**src/rtl/pwm_pkg.sv**
```systemverilog
// rtl/pwm_pkg.sv - shared register map, control bit indices and counter direction type
// Purpose: constants and types shared by the PWM top level, its timebase and software-facing code.
// Ports: none (package).
package pwm_pkg;

  localparam logic [6:0] ADDR_CTRL   = 7'h00;
  localparam logic [6:0] ADDR_PRESC  = 7'h01;
  localparam logic [6:0] ADDR_PERIOD = 7'h02;
  localparam logic [6:0] ADDR_OUT_EN = 7'h04;
  localparam logic [6:0] ADDR_PWM_EN = 7'h08;
  localparam logic [6:0] ADDR_POL    = 7'h0C;
  localparam logic [6:0] ADDR_DUTY   = 7'h10;

  localparam int CTRL_RUN_BIT    = 0;
  localparam int CTRL_CENTRE_BIT = 1;

  typedef enum logic {
    UP   = 1'b0,
    DOWN = 1'b1
  } dir_t;

endpackage

```
**src/rtl/pwm_timebase.sv**
```systemverilog
// rtl/pwm_timebase.sv - prescaler, edge/centre up-down counter and period-end detection
// Purpose: shared time base for all PWM channels.
// Ports:
//   clk, rst_n  : clock, synchronous active-low reset
//   run, centre : counter enable and centre-aligned mode select
//   presc       : prescaler terminal value (tick every presc+1 clocks)
//   period      : active period (counter top value)
//   cnt         : current counter value
//   period_end  : combinational, high on the tick that completes a period (only while running)
module pwm_timebase
  import pwm_pkg::*;
#(
  parameter int CNT_W   = 8,
  parameter int PRESC_W = 8
) (
  input  logic               clk,
  input  logic               rst_n,
  input  logic               run,
  input  logic               centre,
  input  logic [PRESC_W-1:0] presc,
  input  logic [CNT_W-1:0]   period,
  output logic [CNT_W-1:0]   cnt,
  output logic               period_end
);

  logic [PRESC_W-1:0] presc_cnt_q, presc_cnt_d;
  logic [CNT_W-1:0]   cnt_q, cnt_d;
  dir_t               dir_q, dir_d;
  logic               cnt_tick;

  always_comb begin
    presc_cnt_d = presc_cnt_q;
    cnt_d       = cnt_q;
    dir_d       = dir_q;
    cnt_tick    = 1'b0;
    period_end  = 1'b0;
    if (!run) begin
      presc_cnt_d = '0;
      cnt_d       = '0;
      dir_d       = UP;
    end else begin
      // >= rather than == so a PRESC lowered below the running count wraps at once
      cnt_tick    = (presc_cnt_q >= presc);
      presc_cnt_d = cnt_tick ? '0 : presc_cnt_q + 1'b1;
      if (cnt_tick) begin
        if (!centre) begin
          dir_d = UP;
          if (cnt_q >= period) begin
            cnt_d      = '0;
            period_end = 1'b1;
          end else begin
            cnt_d = cnt_q + 1'b1;
          end
        end else if (dir_q == UP && cnt_q < period) begin
          cnt_d = cnt_q + 1'b1;
        end else if (cnt_q <= CNT_W'(1)) begin
          // Landing on 0 closes the period; also covers period 0 and 1 where the
          // turn-around point already is (or is next to) zero.
          cnt_d      = '0;
          dir_d      = UP;
          period_end = 1'b1;
        end else begin
          cnt_d = cnt_q - 1'b1;
          dir_d = DOWN;
        end
      end
    end
  end

  always_ff @(posedge clk) begin
    if (!rst_n) begin
      presc_cnt_q <= '0;
      cnt_q       <= '0;
      dir_q       <= UP;
    end else begin
      presc_cnt_q <= presc_cnt_d;
      cnt_q       <= cnt_d;
      dir_q       <= dir_d;
    end
  end

  assign cnt = cnt_q;

endmodule

```
**src/rtl/pwm_multichannel.sv**
```systemverilog
// rtl/pwm_multichannel.sv - N_CH-channel PWM with shared prescaled counter and double-buffered duty/period
// Purpose: register file, shadow/active duty and period, per-channel compare and output mux.
// Ports:
//   clk, rst_n  : clock, synchronous active-low reset
//   wr_en       : register write strobe
//   wr_addr     : register address
//   wr_data     : register write data
//   out         : registered channel outputs
//   period_tick : registered 1-cycle pulse at the end of each counter period
module pwm_multichannel
  import pwm_pkg::*;
#(
  parameter int N_CH    = 16,
  parameter int CNT_W   = 8,
  parameter int PRESC_W = 8
) (
  input  logic             clk,
  input  logic             rst_n,
  input  logic             wr_en,
  input  logic [6:0]       wr_addr,
  input  logic [CNT_W-1:0] wr_data,
  output logic [N_CH-1:0]  out,
  output logic             period_tick
);

  localparam int N_BYTES = N_CH / 8;

  logic                           run_q, run_d;
  logic                           centre_q, centre_d;
  logic [PRESC_W-1:0]             presc_q, presc_d;
  logic [CNT_W-1:0]               period_sh_q, period_sh_d;
  logic [CNT_W-1:0]               period_act_q, period_act_d;
  logic [N_CH-1:0]                out_en_q, out_en_d;
  logic [N_CH-1:0]                pwm_en_q, pwm_en_d;
  logic [N_CH-1:0]                pol_q, pol_d;
  logic [N_CH-1:0][CNT_W-1:0]     duty_sh_q, duty_sh_d;
  logic [N_CH-1:0][CNT_W-1:0]     duty_act_q, duty_act_d;
  logic [N_CH-1:0]                out_q, out_d;
  logic                           period_tick_q, period_tick_d;

  logic [CNT_W-1:0]               cnt;
  logic                           period_end;
  logic                           load_act;
  logic [N_CH-1:0]                pwm_raw;

  pwm_timebase #(
    .CNT_W   (CNT_W),
    .PRESC_W (PRESC_W)
  ) u_timebase (
    .clk        (clk),
    .rst_n      (rst_n),
    .run        (run_q),
    .centre     (centre_q),
    .presc      (presc_q),
    .period     (period_act_q),
    .cnt        (cnt),
    .period_end (period_end)
  );

  // Register writes. Only shadows are written here; active copies follow below.
  always_comb begin
    run_d       = run_q;
    centre_d    = centre_q;
    presc_d     = presc_q;
    period_sh_d = period_sh_q;
    out_en_d    = out_en_q;
    pwm_en_d    = pwm_en_q;
    pol_d       = pol_q;
    duty_sh_d   = duty_sh_q;
    if (wr_en) begin
      if (wr_addr == ADDR_CTRL) begin
        run_d    = wr_data[CTRL_RUN_BIT];
        centre_d = wr_data[CTRL_CENTRE_BIT];
      end
      if (wr_addr == ADDR_PRESC)  presc_d     = wr_data[PRESC_W-1:0];
      if (wr_addr == ADDR_PERIOD) period_sh_d = wr_data;
      for (int k = 0; k < N_BYTES; k++) begin
        if (wr_addr == ADDR_OUT_EN + 7'(k)) out_en_d[k*8 +: 8] = wr_data[7:0];
        if (wr_addr == ADDR_PWM_EN + 7'(k)) pwm_en_d[k*8 +: 8] = wr_data[7:0];
        if (wr_addr == ADDR_POL + 7'(k))    pol_d[k*8 +: 8]    = wr_data[7:0];
      end
      for (int c = 0; c < N_CH; c++) begin
        if (wr_addr == ADDR_DUTY + 7'(c)) duty_sh_d[c] = wr_data;
      end
    end
  end

  // Active copies take the pre-write shadow, so a write landing on the period-end
  // edge waits for the following period.
  assign load_act = !run_q || period_end;

  always_comb begin
    period_act_d = load_act ? period_sh_q : period_act_q;
    duty_act_d   = load_act ? duty_sh_q : duty_act_q;
  end

  for (genvar c = 0; c < N_CH; c++) begin : g_ch
    assign pwm_raw[c] = run_q && (cnt < duty_act_q[c]);
    assign out_d[c]   = !out_en_q[c] ? 1'b0 :
                        !pwm_en_q[c] ? ~pol_q[c] :
                                       (pwm_raw[c] ^ pol_q[c]);
  end

  assign period_tick_d = period_end;

  always_ff @(posedge clk) begin
    if (!rst_n) begin
      run_q         <= 1'b0;
      centre_q      <= 1'b0;
      presc_q       <= '0;
      period_sh_q   <= '0;
      period_act_q  <= '0;
      out_en_q      <= '0;
      pwm_en_q      <= '0;
      pol_q         <= '0;
      duty_sh_q     <= '0;
      duty_act_q    <= '0;
      out_q         <= '0;
      period_tick_q <= 1'b0;
    end else begin
      run_q         <= run_d;
      centre_q      <= centre_d;
      presc_q       <= presc_d;
      period_sh_q   <= period_sh_d;
      period_act_q  <= period_act_d;
      out_en_q      <= out_en_d;
      pwm_en_q      <= pwm_en_d;
      pol_q         <= pol_d;
      duty_sh_q     <= duty_sh_d;
      duty_act_q    <= duty_act_d;
      out_q         <= out_d;
      period_tick_q <= period_tick_d;
    end
  end

  assign out         = out_q;
  assign period_tick = period_tick_q;

endmodule

```
**config.mk**
```make
export PLATFORM = sky130hd
export DESIGN_NAME = pwm_multichannel
export DESIGN_NICKNAME = d
export VERILOG_FILES = /design/src/rtl/pwm_pkg.sv /design/src/rtl/pwm_timebase.sv /design/src/rtl/pwm_multichannel.sv
export SDC_FILE = /design/constraint.sdc
export NUM_CORES = 1
export LEC_CHECK = 0
export BUFFER_PORTS_ARGS = -buffer_cell sky130_fd_sc_hd__buf_2
export CORE_MARGIN = 2
export CORE_UTILIZATION = 45
export DETAILED_ROUTE_END_ITERATION = 16
export SLEW_MARGIN = 20
export SYNTH_ARGS = -nofsm -noshare
export SYNTH_HDL_FRONTEND = slang
export SYNTH_SLANG_ARGS = --single-unit
```
**constraint.sdc**
```tcl
create_clock -name clk -period 3.15 [get_ports clk]
set_clock_uncertainty 0.2 [all_clocks]
set_input_delay 0.63 -clock clk [delete_from_list [all_inputs] [get_ports clk]]
set_output_delay 0.63 -clock clk [all_outputs]
set_load 0.02 [all_outputs]
```
# Yosys cells after proc, flatten, opt, wreduce, memory -nomap -nowiden
# Index checks and enable logic that the tools add are counted.
# Widths: inputs -> output; s select.
classes:
  addsub: 3
  multipliers: 0
  div: 0
  order_cmp: 20
  eq_ne: 25
  shift: 0
  n_mux: 29
  bitwise_logic: 35
  reduce_logical: 64
op_table:
  columns: ["op", "n"]
  rows:
  - ["$lt 8x8->1", 17]
  - ["$eq 7x5->1 const B", 16]
  - ["$reduce_and 2->1", 43]
  - ["$mux 8", 4]
  - ["$eq 7x4->1 const B", 4]
  - ["$mux 1", 25]
  - ["$not 1->1", 19]
  - ["$logic_and 1x1->1", 17]
  - ["$add 8x1->8 const B", 2]
  - ["$ge 8x8->1", 2]
  - ["$xor 1x1->1", 16]
  - ["$eq 7x3->1 const B", 2]
  - ["$le 8x1->1 const B", 1]
  - ["$sub 8x1->8 const B", 1]
  - ["$eq 7x1->1 const B", 1]
  - ["$eq 7x2->1 const B", 1]
  - ["$logic_not 7->1", 1]
  - ["$reduce_or 3->1", 1]
  - ["$ne 2x2->1 const B", 1]
  - ["$logic_not 1->1", 1]
  - ["$logic_or 1x1->1", 1]
word_totals:
  register_bits: 364
  latchBits: 0
  ram_bits: 0
  romBits: 0
  inputBits: 18
  out_inout_bits: 17
  mem_count: 0

# Longest topological paths before layout
depth:
  ltp_word: 7
  ltp_mapped: 12
  mapped_depth_nobuf: 8

# Hierarchy
# From an unflattened synthesis, not the netlist that was laid out.
unflattened:
  cells_unflattened: 1901
  area_unflattened_um2: 17713.2
by_module_without_submodules:
  columns: ["module", "n_inst", "cells_each", "area_each_um2", "seq_area_each_um2"]
  rows:
  - ["pwm_multichannel", 1, 1728, 16263.1, 6946.7]
  - ["pwm_timebase", 1, 173, 1450.1, 340.3]

# Worst setup path before layout
# Ideal clock, no wire load.
synth_timing:
  kind: "reg2reg"
  start: "register u_timebase.cnt_q[1], in the netlist u_timebase.cnt[1]"
  end: "register duty_act_q[32] (netlist bit)"
  setup_ps: 130
  arrival_ps: 2535
  required_time_ps: 2820
  setup_slack_ps: 284
  path_stages_with_launch: 9
  cell_sequence: "dfxtp_1 > ha_1 > nand4b_1 > a31oi_1 > nor4_4 > o31a_1 > buf_2 > clkbuf_1 > o21ai_0"
synth_via:
  elab_chain_cells: 7
synth_lines:
  columns: ["element", "line", "rtl"]
  rows:
  - ["from (decl)", "pwm_timebase.sv:27", "logic [CNT_W-1:0] cnt_q, cnt_d;"]
  - ["from (signal assigned)", "pwm_timebase.sv:77", "cnt_q <= cnt_d;"]
  - ["$le 8x1->1 or $lt 8x8->1 (tied branches)", "pwm_timebase.sv:56, pwm_timebase.sv:54", null]
  - ["$mux 1 or $logic_and 1x1->1 (tied branches)", "pwm_timebase.sv:56, pwm_timebase.sv:54", null]
  - ["$mux 1", "pwm_timebase.sv:54", "end else if (dir_q == UP && cnt_q < period) begin"]
  - ["$mux 1 (*)", "pwm_timebase.sv:46", "if (!centre) begin"]
  - ["$mux 1 (*)", "pwm_timebase.sv:45", "if (cnt_tick) begin"]
  - ["$mux 1 (*)", "pwm_timebase.sv:37", "if (!run) begin"]
  - ["$logic_or 1x1->1 (*)", "pwm_multichannel.sv:90", "assign load_act = !run_q || period_end;"]
  - ["to (signal assigned)", "pwm_multichannel.sv:130", "duty_act_q <= duty_act_d;"]
  - ["to (decl)", "pwm_multichannel.sv:37", "logic [N_CH-1:0][CNT_W-1:0] duty_act_q, duty_act_d;"]
# Mark *: on every way between the ends. The rest lies on a longest branch, timed or not.
# A chain may end at the register's enable or synchronous reset.

# Worst setup path after layout
layout_timing:
  start: "register presc_q[1]"
  end: "register duty_act_q[112] (netlist bit)"
layout_via:
  elab_chain_cells: 4
layout_lines:
  columns: ["element", "line", "rtl"]
  rows:
  - ["from (decl)", "pwm_multichannel.sv:30", "logic [PRESC_W-1:0] presc_q, presc_d;"]
  - ["from (signal assigned)", "pwm_multichannel.sv:123", "presc_q <= presc_d;"]
  - ["$ge 8x8->1", "pwm_timebase.sv:43", "cnt_tick = (presc_cnt_q >= presc);"]
  - ["$mux 1", "pwm_timebase.sv:45", null]
  - ["$mux 1", "pwm_timebase.sv:37", null]
  - ["$logic_or 1x1->1", "pwm_multichannel.sv:90", null]
# No other way between the ends.

==> results.cfg <==
[worst_setup_path]
setup.worst_path.class = reg2reg
end_kind = flop
worstPathMaxFanout = 69
worst_r2r_endpoint = duty_act_q[112]
r2r.worst_path.cells = 10
cp.arrival_ns = 3.03
worstPathCellList = inv_1 -> ha_1 -> or4_1 -> a21oi_1 -> o31a_1 -> o31a_2 -> buf_12 -> buf_12 -> nand3_1 -> o21ai_0
r2r-start = presc_q[1]
cp_common_cell = buf_12
critical_path_startpoint_category = flop
r2r_slack_ns = 0.40
crit_slowest_cell = or4_1
crit_required_ns = 3.43
cpPeakStageDelay_ns = 0.51

[yosys]
avgSynthCellArea_sq_um = 8.40
yosysWarningCount = 0
synth_edf_count = 0
syn-cell-area_sq_mm = 0.0173
async_reset_ff_share_pct = 0
syn_inst = 2066
postSynthRegisterBits = 364
syn_nets = 2216
ys_seq_area_share_pct = 42.0
synth_top_flop_cell = dfxtp_1
synthDistinctLibCells = 45

[cts]
worstSkewPairLatency_ns = 0.56
tritoncts = done
path_clk_slew_ns = 0.06
clockBufferDepth = 3
tritoncts.num_buffers = 41
cts_num_sinks = 364
clockRootBuffer = clkbuf_16
number_of_buffers_inserted_for_hold_repair_after_clock_tree_synthesis = 0
htreeDepth = 2
cts_resized = 0
post-cts-setup-buffers = 0

[sta]
timing.final.ws_setup_ns = 0.402
worst_hold_slack_after_final_layout_ns = 0.241
maxSlewHeadroom_pct = 38.5
fin_tns_setup_ns = 0
worstMarginPinSlew_ns = 0.914
unrepaired_setup_endpoints_after_global_routing = no
post-route-period-util_pct = 87.2
final_report_setup_violation_count = 0
timing.final.crit_period_ns = 2.75
fmax_mhz = 364
hold_viol_final = 0
drv_slew = 0

[final_layout]
fill_cells = 3655
areaGrowthSynthToFinish_pct = 11.8
final_net_count = 2202
final_common_cell = dfxtp_1
layout_common_cells = dfxtp_1, nand2_1, nand3_1
drive_above_1_share_pct = 7.60
post-route-util_pct = 51.2
antennaDiodeCount = 0

[floorplan]
boundaryPins = 35
floorplan.die_area_sq_mm = 0.0401
die_w_microns = 200
num_rows = 71
initial_core_util_pct = 45.8
core_ar_sq_mm = 0.0378
dieHeight_microns = 200

[drt]
finalWirelength_microns = 43600
vias_per_std_cell = 5.29
drt_pre_antenna_iters = 5
routedWlPerCell_microns = 16.9
detail_route.iter0.violations = 700
number_of_drc_violations_after_detailed_routing = 0
vias = 13700
antenna_left = 0

[run]
timing.max_cap.violations = 0

[grt]
grt_pass1_wl_microns = 70200
grt_antenna_before_repair = 0
vias_in_the_first_global_route = 12900
global_route.overflow_total = 0
grt.total_usage_pct = 21.7
grt_max_degree = 127

[power]
peakVddDrop_uv = 350
total_leakage_power_uw = 0.00722
p_total_uw = 9650
power_per_cell_area_mw_per_mm2 = 498

[min_path]
hold_class = reg2reg
hold-path-cell-count = 2
hold_start = period_sh_q[3]
whs_endpoint = period_act_q[3]

[outcome]
outcome = completed

[placed_design]
port_buffers = 34
globalplace.congestion = 0.785
dpl.hpwl_microns = 26000
detailedPlace.worstSlack_ns = 0.411
[worst max path at each step]
stage	startpoint	to	slack, ns
final	presc_q[1]	duty_act_q[112]	0.40
after global routing	presc_q[2]	duty_act_q[95]	0.21
after CTS	presc_q[2]	duty_act_q[112]	0.41
after detailed placement	wr_addr[5]	period_sh_q[5]	0.41
after global placement	wr_addr[5]	period_sh_q[0]	0.48
after floorplan	u_timebase.cnt[1]	duty_act_q[32]	0.28
[logic make-up after synthesis]
family          after synthesis  synth area share [%]
simple gates                786                  21.8
compound gates              399                  14.0
flops                       364                  42.0
buf+inv                     271                  6.33
fa+ha+maj                   132                  9.52
mux                          88                  5.08
xor+xnor                     26                  1.31
[routing by layer]
metal	global-route usage (%)	vias to the layer above	wire (microns)
met5	0	-	0
met4	5.69	0	886
met3	3.32	69	1520
met2	36.7	221	20000
met1	29.0	6417	21200
li1	-	6978	-
[Yosys cell counts (5+ instances only)]
cell type  count  area (sq um)
dfxtp_1      364          7290
nand2_1      285          1070
nand3_1      274          1370
o21ai_0      151           756
ha_1         132          1650
inv_1        130           488
a21boi_0     107           803
clkbuf_1     105           394
nor2b_1       93           582
mux2i_1       88           881
a21oi_1       61           305
nor2_1        51           191
nand2b_1      36           225
o21ai_1       24           120
xor2_1        23           201
buf_1         21          78.8
and3_1        20           125
a211oi_1      19           143
a21o_1        17           128
buf_6         10           113
buf_2          5          25.0
nor3_1         5          25.0
[through the flow]
stage | cell area [sq um] | std cells
after floorplan | 17300 | 2066
after global placement | 18100 | 2520
after detailed placement | 18100 | 2520
after CTS | 19400 | 2589
after global routing | 19400 | 2589
final | 19400 | 2589
[sequential cells by signal, summed over array words and instances, names as in the netlist]
| register | count |
|---|---|
| duty_act_q | 128 |
| duty_sh_q | 128 |
| out | 16 |
| out_en_q | 16 |
| pol_q | 16 |
| pwm_en_q | 16 |
| period_act_q | 8 |
| period_sh_q | 8 |
| presc_q | 8 |
| u_timebase.cnt | 8 |
| u_timebase.presc_cnt_q | 8 |
| centre_q | 1 |
| period_tick | 1 |
| run_q | 1 |
| u_timebase.dir_q | 1 |
[worst max-delay path, delay by kind of cell, from the launching register on]
family          cells  cell delay (ns)
fa+ha+maj           1             0.18
flops               1             0.34
compound gates      4             0.71
simple gates        2             0.63
buf+inv             3             0.58
[power breakdown]
part / switching [uW] / internal (uW) / total [uW]
registers: 3.85 / 4610 / 4620
logic: 226 / 79.9 / 306
clock network: 1910 / 2820 / 4720
total: 2140 / 7510 / 9650
[area by class of cell]
class / instances / area, sq um / share of cell area [%]
sequential: 364 / 7290 / 37.6
clock inverter: 8 / 68.8 / 0.355
multi-input combinational: 1431 / 8980 / 46.3
clock buffer: 61 / 1250 / 6.47
tap: 511 / 639 / 3.30
timing repair buffer: 84 / 668 / 3.45
inverter: 130 / 488 / 2.52
Power figures use the tool's default switching activity.
